[src/rtl/debug_link_pkg.sv]
// Purpose: shared types and constants for the processor debug dump link.
// Latency: n/a (types, constants and a constant function only).
// Backpressure: n/a.
package debug_link_pkg;

  typedef enum logic [3:0] {
    IDLE,
    HEADER,
    SELECT,
    CAPTURE,
    BYTE0,
    BYTE1,
    BYTE2,
    WAIT_HOST,
    RESUME,
    WAIT_RELEASE
  } state_t;

  localparam logic [7:0] FRAME_HEADER_DEFAULT = 8'hA5;
  localparam int         BYTES_PER_WORD       = 3;
  // Every word travels as BYTES_PER_WORD bytes regardless of WORD_SIZE.
  localparam int         CAPTURE_WIDTH        = 8 * BYTES_PER_WORD;

  // Bytes in one dump frame: header plus num_regs registers plus ip.
  function automatic int frame_length(input int num_regs);
    return 1 + BYTES_PER_WORD * (num_regs + 1);
  endfunction

endpackage

[src/rtl/debug_tx_byte_reg.sv]
// Purpose: registered valid/ready byte output stage for the debug link.
// Latency: load is visible on tx_valid/tx_data one edge later.
// Backpressure: byte held until tx_valid && tx_ready; caller only loads when empty or on a handshake.
//
// Ports:
//   clock, reset          - system clock, synchronous active-high reset
//   load, load_data       - present a new byte (takes priority over a handshake drop)
//   tx_valid, tx_ready    - byte handshake toward the sink
//   tx_data               - current byte, held while stalled and after it is taken
module debug_tx_byte_reg (
  input  logic       clock,
  input  logic       reset,
  input  logic       load,
  input  logic [7:0] load_data,
  output logic       tx_valid,
  input  logic       tx_ready,
  output logic [7:0] tx_data
);

  always_ff @(posedge clock) begin
    if (reset) begin
      tx_valid <= 1'b0;
      tx_data  <= 8'h00;
    end else if (load) begin
      tx_valid <= 1'b1;
      tx_data  <= load_data;
    end else if (tx_valid && tx_ready) begin
      tx_valid <= 1'b0;
    end
  end

endmodule

[src/rtl/processor_debug_reader.sv]
// Purpose: on a processor wait-halt, dump r0..r(NUM_REGS-1) and ip as a framed byte stream, then resume on host request.
// Latency: tx_valid rises at the edge sampling wait_for_continue; 1 + 5*(NUM_REGS+1) edges to WAIT_HOST with tx_ready high.
// Backpressure: tx_valid && !tx_ready freezes tx_data and the FSM; host_continue is only looked at in WAIT_HOST.
//
// Ports:
//   clock, reset                               - system clock, synchronous active-high reset
//   wait_for_continue, wait_continue_execution - processor halt status / one-cycle resume pulse
//   debug_get_param, debug_reg_addr            - debug read strobe and address (NUM_REGS selects ip)
//   debug_data_out                             - combinational debug read data from the processor
//   tx_valid, tx_ready, tx_data                - framed byte stream toward the host link
//   host_continue                              - host permission to resume
//   busy                                       - FSM is not idle
module processor_debug_reader
  import debug_link_pkg::*;
#(
  parameter int         WORD_SIZE    = 18,
  parameter int         NUM_REGS     = 8,
  parameter logic [7:0] FRAME_HEADER = FRAME_HEADER_DEFAULT
) (
  input  logic                 clock,
  input  logic                 reset,
  input  logic                 wait_for_continue,
  output logic                 wait_continue_execution,
  output logic                 debug_get_param,
  output logic [3:0]           debug_reg_addr,
  input  logic [WORD_SIZE-1:0] debug_data_out,
  output logic                 tx_valid,
  input  logic                 tx_ready,
  output logic [7:0]           tx_data,
  input  logic                 host_continue,
  output logic                 busy
);

  localparam logic [3:0] LAST_IDX = 4'(NUM_REGS);

  state_t                   state;
  logic [3:0]               idx;
  logic [CAPTURE_WIDTH-1:0] word_q;
  logic [CAPTURE_WIDTH-1:0] capture_word;
  logic [CAPTURE_WIDTH-1:0] byte_src;
  logic [1:0]               byte_sel;
  logic                     tx_fire;
  logic                     tx_load;
  logic [7:0]               tx_load_data;

  assign capture_word = CAPTURE_WIDTH'(debug_data_out);

  // Byte 0 is loaded on the CAPTURE leaving edge straight from the debug
  // port, so it is in the output register the same edge word_q is latched.
  always_comb begin
    tx_fire  = tx_valid && tx_ready;
    byte_src = (state == CAPTURE) ? capture_word : word_q;
    byte_sel = 2'd0;
    tx_load  = 1'b0;
    case (state)
      IDLE:    tx_load = wait_for_continue;
      CAPTURE: tx_load = 1'b1;
      BYTE0: begin
        tx_load  = tx_fire;
        byte_sel = 2'd1;
      end
      BYTE1: begin
        tx_load  = tx_fire;
        byte_sel = 2'd2;
      end
      default: tx_load = 1'b0;
    endcase
    case (byte_sel)
      2'd0:    tx_load_data = byte_src[7:0];
      2'd1:    tx_load_data = byte_src[15:8];
      default: tx_load_data = byte_src[23:16];
    endcase
    if (state == IDLE) tx_load_data = FRAME_HEADER;
  end

  debug_tx_byte_reg u_tx_byte_reg (
    .clock     (clock),
    .reset     (reset),
    .load      (tx_load),
    .load_data (tx_load_data),
    .tx_valid  (tx_valid),
    .tx_ready  (tx_ready),
    .tx_data   (tx_data)
  );

  always_ff @(posedge clock) begin
    if (reset) begin
      state                   <= IDLE;
      idx                     <= 4'd0;
      word_q                  <= '0;
      debug_get_param         <= 1'b0;
      debug_reg_addr          <= 4'd0;
      wait_continue_execution <= 1'b0;
      busy                    <= 1'b0;
    end else begin
      wait_continue_execution <= 1'b0;
      case (state)
        IDLE: begin
          idx <= 4'd0;
          if (wait_for_continue) begin
            state <= HEADER;
            busy  <= 1'b1;
          end
        end
        HEADER: begin
          if (tx_fire) begin
            state           <= SELECT;
            debug_get_param <= 1'b1;
            debug_reg_addr  <= idx;
          end
        end
        // SELECT only gives the processor's read mux a full cycle to settle.
        SELECT: state <= CAPTURE;
        CAPTURE: begin
          word_q          <= capture_word;
          debug_get_param <= 1'b0;
          state           <= BYTE0;
        end
        BYTE0: if (tx_fire) state <= BYTE1;
        BYTE1: if (tx_fire) state <= BYTE2;
        BYTE2: begin
          if (tx_fire) begin
            if (idx == LAST_IDX) begin
              state <= WAIT_HOST;
            end else begin
              idx             <= idx + 4'd1;
              state           <= SELECT;
              debug_get_param <= 1'b1;
              debug_reg_addr  <= idx + 4'd1;
            end
          end
        end
        WAIT_HOST: if (host_continue) state <= RESUME;
        // The pulse is registered out of RESUME, so it is seen during the
        // first WAIT_RELEASE cycle.
        RESUME: begin
          wait_continue_execution <= 1'b1;
          state                   <= WAIT_RELEASE;
        end
        // Hold until the processor leaves the halt so one halt gives one frame.
        WAIT_RELEASE: begin
          if (!wait_for_continue) begin
            state <= IDLE;
            busy  <= 1'b0;
          end
        end
        default: begin
          state <= IDLE;
          busy  <= 1'b0;
        end
      endcase
    end
  end

endmodule

[config.mk]
export PLATFORM = sky130hd
export DESIGN_NAME = processor_debug_reader
export DESIGN_NICKNAME = d
export VERILOG_FILES = /design/src/rtl/debug_link_pkg.sv /design/src/rtl/debug_tx_byte_reg.sv /design/src/rtl/processor_debug_reader.sv
export SDC_FILE = /design/constraint.sdc
export NUM_CORES = 1
export LEC_CHECK = 0
export ABC_CLOCK_PERIOD_IN_PS = 3000
export CAP_MARGIN = 20
export CORE_ASPECT_RATIO = 1.25
export CORE_MARGIN = 10
export CORE_UTILIZATION = 45
export CTS_BUF_LIST = sky130_fd_sc_hd__clkbuf_4 sky130_fd_sc_hd__clkbuf_8
export DETAILED_ROUTE_END_ITERATION = 10
export HOLD_SLACK_MARGIN = 0.02
export PLACE_DENSITY = 0.69
export SLEW_MARGIN = 20
export SYNTH_ARGS = -nofsm -noshare
export SYNTH_HDL_FRONTEND = slang
export SYNTH_SLANG_ARGS = --single-unit
[constraint.sdc]
create_clock -name clock -period 3 [get_ports clock]
set_input_delay 0.6 -clock clock [delete_from_list [all_inputs] [get_ports clock]]
set_output_delay 0.6 -clock clock [all_outputs]
set_load 0.02 [all_outputs]
==> results of run 1 <==
## final cells by class
| type | instances | area [sq um] | area share, % |
|---|---|---|---|
| clock buffer | 6 | 82.6 | 2.82 |
| clock inverter | 2 | 38.8 | 1.32 |
| inverter | 9 | 33.8 | 1.15 |
| multi-input combinational | 212 | 1310 | 44.7 |
| sequential | 48 | 961 | 32.8 |
| tap | 62 | 77.6 | 2.65 |
| timing repair buffer | 44 | 425 | 14.5 |
## per-layer routing
layer  vias to the layer above  share of wire, %  global-route usage (%)
li1                       1096                 -                       -
met1                      1008                45                    15.4
met4                         0               1.6                    5.08
met2                        40                49                    23.2
met3                         6               5.2                    4.14
met5                         -                 0                       0
## worst max-delay path by stage
| stage | depth (start not counted) | end | slack (ns) |
|---|---|---|---|
| 5_1_grt | 4 | word_q[1]$_SDFF_PP0_ | 0.58 |
| 2_1_floorplan | 4 | state[1]$_SDFFE_PP0P_ | 1.31 |
| 4_1_cts | 4 | word_q[1]$_SDFF_PP0_ | 0.80 |
| 3_3_place_gp | 4 | state[3]$_SDFFE_PP0P_ | 0.68 |
| 3_5_place_dp | 4 | state[3]$_SDFFE_PP0P_ | 0.60 |
| 6_report | 4 | word_q[1]$_SDFF_PP0_ | 0.82 |
## worst max-delay path, cell delays in order, from the launching register on
cell and delay [ns]:
dfxtp_1 0.77, inv_1 0.23, nor4_4 0.81, nand2_1 0.14, a21oi_1 0.16
## power by group
| group | switching, mW | internal [mW] |
|---|---|---|
| logic | 0.196 | 0.164 |
| registers | 0.0516 | 0.675 |
| clock network | 0.224 | 0.273 |
| total | 0.471 | 1.11 |
## kinds of logic (layout without fill, tap and decap cells)
logic type | count (synthesis) | after routing | synth area share [%]
simple gates | 122 | 122 | 27.0
xor+xnor | 2 | 2 | 0.726
fa+ha+maj | 3 | 3 | 1.55
compound gates | 78 | 78 | 21.9
mux | 7 | 7 | 3.06
buf+inv | 28 | 61 | 5.96
flops | 48 | 48 | 39.8
## stage by stage
step | power, mW | hold slack, ns | utilization [%] | cell area [sq um]
after floorplan | 0.975 | 0.434 | - | 2410
after global placement | 1.10 | 0.443 | 54.5 | 2810
after detailed placement | 1.10 | 0.448 | 54.5 | 2810
after CTS | 1.60 | 0.461 | 56.8 | 2930
after global routing | 1.66 | 0.476 | 56.8 | 2930
final | 1.58 | 0.460 | 56.8 | 2930
## flip-flops by register name, summed over array words and instances (netlist names)
register / flops
u_tx_byte_reg.tx_valid: 1
wait_continue_execution: 1
busy: 1
debug_get_param: 1
state: 4
word_q: 24
idx: 4
u_tx_byte_reg.tx_data: 8
debug_reg_addr: 4
## cell usage in the layout (no fill, tap or decap), drive strengths merged, types with 2 or more instances in the layout
| cell type | synthesis | layout |
|---|---|---|
| a21oi | 32 | 32 |
| or2 | 2 | 2 |
| clkdlybuf4s50 | 0 | 38 |
| o21bai | 2 | 2 |
| a221oi | 3 | 3 |
| and3 | 6 | 6 |
| a32o | 2 | 2 |
| a311oi | 2 | 2 |
| nor2 | 9 | 9 |
| o32ai | 3 | 3 |
| inv | 9 | 9 |
| nor3 | 11 | 11 |
| mux2 | 3 | 3 |
| nor4 | 4 | 4 |
| nand4bb | 3 | 3 |
| ha | 3 | 3 |
| a21o | 2 | 2 |
| buf | 11 | 6 |
| xnor2 | 2 | 2 |
| a31oi | 4 | 4 |
| nand3 | 3 | 3 |
| o21ai | 10 | 10 |
| nand2b | 7 | 7 |
| mux2i | 4 | 4 |
| nand2 | 59 | 59 |
| o21a | 2 | 2 |
| or4bb | 2 | 2 |
| a211oi | 3 | 3 |
| and2 | 5 | 5 |
| clkbuf | 8 | 6 |
| nand3b | 2 | 2 |
| nor2b | 2 | 2 |
| dfxtp | 48 | 48 |
| a221o | 3 | 3 |
==> results.yml, run 1 <==
run_status:
  outcome: "finished, final reports clean"
setup_path:
  rrSetupSlack_ns: 0.82
  crit_start: "state[1]$_SDFFE_PP0P_"
  crit_type: "flip-flop to flip-flop"
  timing.rr.end: "word_q[1]$_SDFF_PP0_"
  critPathCaptureType: "flip-flop"
  worstPathMaxFanout: 21
  r2r_cells: 4
  crit_arrival_ns: 2.41
  critPathLaunchType: "flip-flop"
  timing.rr.start: "state[1]$_SDFFE_PP0P_"
  required_ns: 3.23
clocking:
  cts_resized: 0
  clock_path_buffers: 2
  postCtsHoldBufs: 0
  clk_latency_ns: 0.30
  post-cts-setup-buffers: 0
  htreeDepth: 2
  clk_pin_slew_ns: 0.09
  numCtsBuffers: 5
  cts-root-buf: "clkbuf_8"
  cts_tree: "done"
  cts_num_sinks: 48
logic_synthesis:
  syn-num-nets: 314
  synth_flop_cell: "dfxtp_1"
  async_reset_ff_share_pct: 0
  synth_commonest_cells: "nand2_1 (59), dfxtp_1 (48), a21oi_1 (30)"
  yosysWarnings: 0
  netlist_top_cells_area: "dfxtp_1 (40%), nand2_1 (9.2%), a21oi_1 (6.2%)"
  synth-edff-count: 0
  synth_seq_cells: 48
  synthCells: 288
  synthDistinctLibCells: 58
  yosys.area.top_type: "dfxtp_1"
  yosysTopAreaCellShare_pct: 39.8
  netlist_area_sq_mm: 0.00241
  ys_seq_area_share_pct: 39.8
  yosysMostFrequentCell: "nand2_1"
  avgSynthCellArea_sq_um: 8.38
placed_design:
  post-place-cells: 375
  dp_hpwl_mm: 4.26
  portBuffers: 38
  post-place-ws_ns: 0.600
  routabilityCongestion: 0.783
hold_path:
  min_path_cells: 2
  hold_path_class: "flip-flop to flip-flop"
  min_from: "word_q[7]$_SDFF_PP0_"
  worstHoldEndpoint: "word_q[7]$_SDFF_PP0_"
grt:
  grt_max_degree: 27
  grt_pass1_wl_mm: 9.80
  grt_pass1_vias: 2082
  antenna_found_initial: 0
  grtUsageTotal_pct: 13.5
  gr-total-overflow: 0
power_and_ir_drop:
  peakVddDrop_mv: 0.354
  leakage_nw: 1.05
  powerDensity_mw_per_mm2: 540
floorplanning:
  dieHeight_um: 102
  die_w_um: 85.5
  core_sq_mm: 0.00515
  die-area_sq_mm: 0.00871
  ioPinCount: 39
  rows: 29
  start_util_pct: 46.9
routing:
  vias: 2150
  wirelength_mm: 5.93
  vias_per_cell: 5.61
  first_iter_violations: 112
  wl_per_cell_um: 15.5
  ant_nets: 0
  drt_first_pass_iters: 4
  drc: 0
layout:
  final_nets: 346
  fill_cells: 486
  drive_above_1_share_pct: 7.79
  n_antenna_cell: 0
  instances_no_fill: 383
  syn_to_final_growth_pct: 21.3
sta:
  tightest_slew_ns: 0.922
  skew_ns: 0.00359
  rsz0062_at_grt: "false"
  min_period_ns: 2.18
  fin_setup_tns_ns: 0
  post-route-period-util_pct: 72.8
  fmax_mhz: 458
  final_hold_viol_count: 0
  setup_viol: 0
  slew_viol_final: 0
  slew_headroom_pct: 38.1
  layout_setup_ws_ns: 0.815
job:
  cap_violations: 0
Power figures use the tool's default switching activity.
==> run 2, diff against run 1 <==
--- a/config.mk
+++ b/config.mk
@@ -5,7 +5,7 @@
 export SDC_FILE = /design/constraint.sdc
 export NUM_CORES = 1
 export LEC_CHECK = 0
-export ABC_CLOCK_PERIOD_IN_PS = 3000
+export ABC_CLOCK_PERIOD_IN_PS = 2200
 export CAP_MARGIN = 20
 export CORE_ASPECT_RATIO = 1.25
 export CORE_MARGIN = 10
==> constraint.sdc (replaced) <==
create_clock -name clock -period 2.2 [get_ports clock]
set_input_delay 0.44 -clock clock [delete_from_list [all_inputs] [get_ports clock]]
set_output_delay 0.44 -clock clock [all_outputs]
set_load 0.02 [all_outputs]
==> run 2 against run 1 <==
Net effect: clock skew up 0.0012 ns; setup slack worse by 0.52 ns; largest cell class unchanged; power up 29%; combinational power up 41%; global-route usage down 0.099 points; non-clock buffer count up 9; wire length up 0.19%.
==> results.yml, run 2 (same netlist as run 1, synthesis figures left out) <==
run_status:
  outcome: "finished, final reports clean"
setup_path:
  required_ns: 2.44
  r2r_cells: 5
  timing.rr.start: "state[1]$_SDFFE_PP0P_"
  crit_chain: "buf_4 > nand3b_4 > a21o_1 > a221o_1 > a21oi_1"
  critPathCaptureType: "flip-flop"
  crit_type: "flip-flop to flip-flop"
  crit_arrival_ns: 2.14
  cp_top_family: "flip-flops"
  timing.rr.end: "u_tx_byte_reg.tx_data[1]$_SDFFE_PP0P_"
  critPathLaunchType: "flip-flop"
  critPathBufInv: 1
  cpMaxStageDelayCell: "dfxtp_1"
  max_stage_delay_ns: 0.74
  worstPathMaxFanout: 20
  rrSetupSlack_ns: 0.29
power_and_ir_drop:
  powerDensity_mw_per_mm2: 689
  peakVddDrop_mv: 0.387
  power_mw: 2.04
  power_switching_share_pct: 31.0
  p_seq_share_pct: 48.4
  p_comb_share_pct: 24.8
  switchingPower_mw: 0.633
  internal-power_mw: 1.41
  p_clk_share_pct: 26.8
  leakage_nw: 1.09
placed_design:
  portBuffers: 38
  post-place-ws_ns: 0.172
  dp_hpwl_mm: 4.27
  routabilityCongestion: 0.838
hold_path:
  min_from: "word_q[9]$_SDFF_PP0_"
  worstHoldEndpoint: "word_q[9]$_SDFF_PP0_"
  hold_path_class: "flip-flop to flip-flop"
  min_path_cells: 2
grt:
  grt_pass1_wl_mm: 9.75
  antenna_found_initial: 0
  grt_max_degree: 26
  grtUsageTotal_pct: 13.4
  grt_pass1_vias: 2037
  gr-total-overflow: 0
floorplanning:
  die-area_sq_mm: 0.00871
  dieHeight_um: 102
  die_w_um: 85.5
  start_util_pct: 46.9
  ioPinCount: 39
  core_sq_mm: 0.00515
  rows: 29
layout:
  largest_reg_flops: 24
  syn_to_final_growth_pct: 22.8
  top_regs: "word_q (24), u_tx_byte_reg.tx_data (8)"
  final_cell_mix: "nand2_1 (59), dfxtp_1 (48), clkdlybuf4s50_1 (38)"
  n_antenna_cell: 0
  final_common_cell: "nand2_1"
  drive_above_1_share_pct: 10.0
  final_nets: 355
  final_core_util_pct: 57.6
  top_register: "word_q"
  fill_cells: 515
sta:
  slew_viol_final: 0
  tightest_slew_ns: 0.650
  fin_setup_tns_ns: 0
  skew_ns: 0.00479
  layout_setup_ws_ns: 0.292
  final_hold_viol_count: 0
  post-route-period-util_pct: 86.7
  min_period_ns: 1.91
  whs_ns: 0.457
  fmax_mhz: 524
  setup_viol: 0
  slew_headroom_pct: 56.6
  rsz0062_at_grt: "false"
routing:
  wirelength_mm: 5.94
  drt_first_pass_iters: 4
  first_iter_violations: 148
  drc: 0
  vias_per_cell: 5.50
  ant_nets: 0
  vias: 2151
  wl_per_cell_um: 15.2
clocking:
  cts_num_sinks: 48
  postCtsHoldBufs: 0
  cts_tree: "done"
  clock_path_buffers: 2
  cts_resized: 0
  numCtsBuffers: 5
  post-cts-setup-buffers: 0
  htreeDepth: 2
  cts-root-buf: "clkbuf_8"
  clk_pin_slew_ns: 0.09
  clk_latency_ns: 0.30
job:
  cap_violations: 0
-- run 2: changes by cell type in the layout (fill, tap and decap cells not counted), sizes merged --
cell,delta
buf,+9
bufinv,-1
-- run 2: final cells by class --
cell class | count | area (sq um) | share of cell area (%)
Inverter | 9 | 33.8 | 1.14
Multi-Input combinational cell | 212 | 1310 | 44.2
Clock inverter | 1 | 8.76 | 0.295
Sequential cell | 48 | 961 | 32.4
Tap cell | 62 | 77.6 | 2.61
Clock buffer | 6 | 82.6 | 2.78
Timing Repair Buffer | 53 | 493 | 16.6
-- run 2: per-layer routing --
| metal | track usage [%] | routed length, um | vias up |
|---|---|---|---|
| li1 | - | - | 1113 |
| met4 | 4.70 | 74 | 0 |
| met3 | 4.06 | 397 | 5 |
| met1 | 16.2 | 2660 | 977 |
| met2 | 22.2 | 2800 | 56 |
| met5 | 0 | 0 | - |
-- run 2: metrics by stage --
stage,area [sq um],cells
final,2970,391
after global routing,2970,391
after CTS,2970,391
after detailed placement,2880,384
after global placement,2880,384
after floorplan,2410,288
-- run 2: worst register-to-register path, delay by kind of cell (launching register included) --
family	cells	cell delay [ns]
flops	1	0.74
simple gates	1	0.11
buf+inv	1	0.30
compound gates	3	0.70
-- run 2: worst max path at each step --
stage,from,end,slack [ns],depth (start not counted)
finish,state[1]$_SDFFE_PP0P_,u_tx_byte_reg.tx_data[1]$_SDFFE_PP0P_,0.29,5
global route,state[1]$_SDFFE_PP0P_,u_tx_byte_reg.tx_data[5]$_SDFFE_PP0P_,0.17,5
CTS,state[1]$_SDFFE_PP0P_,u_tx_byte_reg.tx_data[1]$_SDFFE_PP0P_,0.31,5
detailed placement,tx_ready,state[0]$_SDFFE_PP0P_,0.17,5
global placement,tx_ready,state[0]$_SDFFE_PP0P_,0.21,5
floorplan,host_continue,state[1]$_SDFFE_PP0P_,0.67,4
-- run 2: power groups by stage --
stage / Clock [mW] / Combinational [mW] / Sequential [mW]
after global placement: 0 / 0.505 / 1.01
after global routing: 0.596 / 0.552 / 0.999
after CTS: 0.566 / 0.509 / 0.989
final: 0.548 / 0.507 / 0.989
after detailed placement: 0 / 0.506 / 1.01
after floorplan: 0 / 0.321 / 1.01
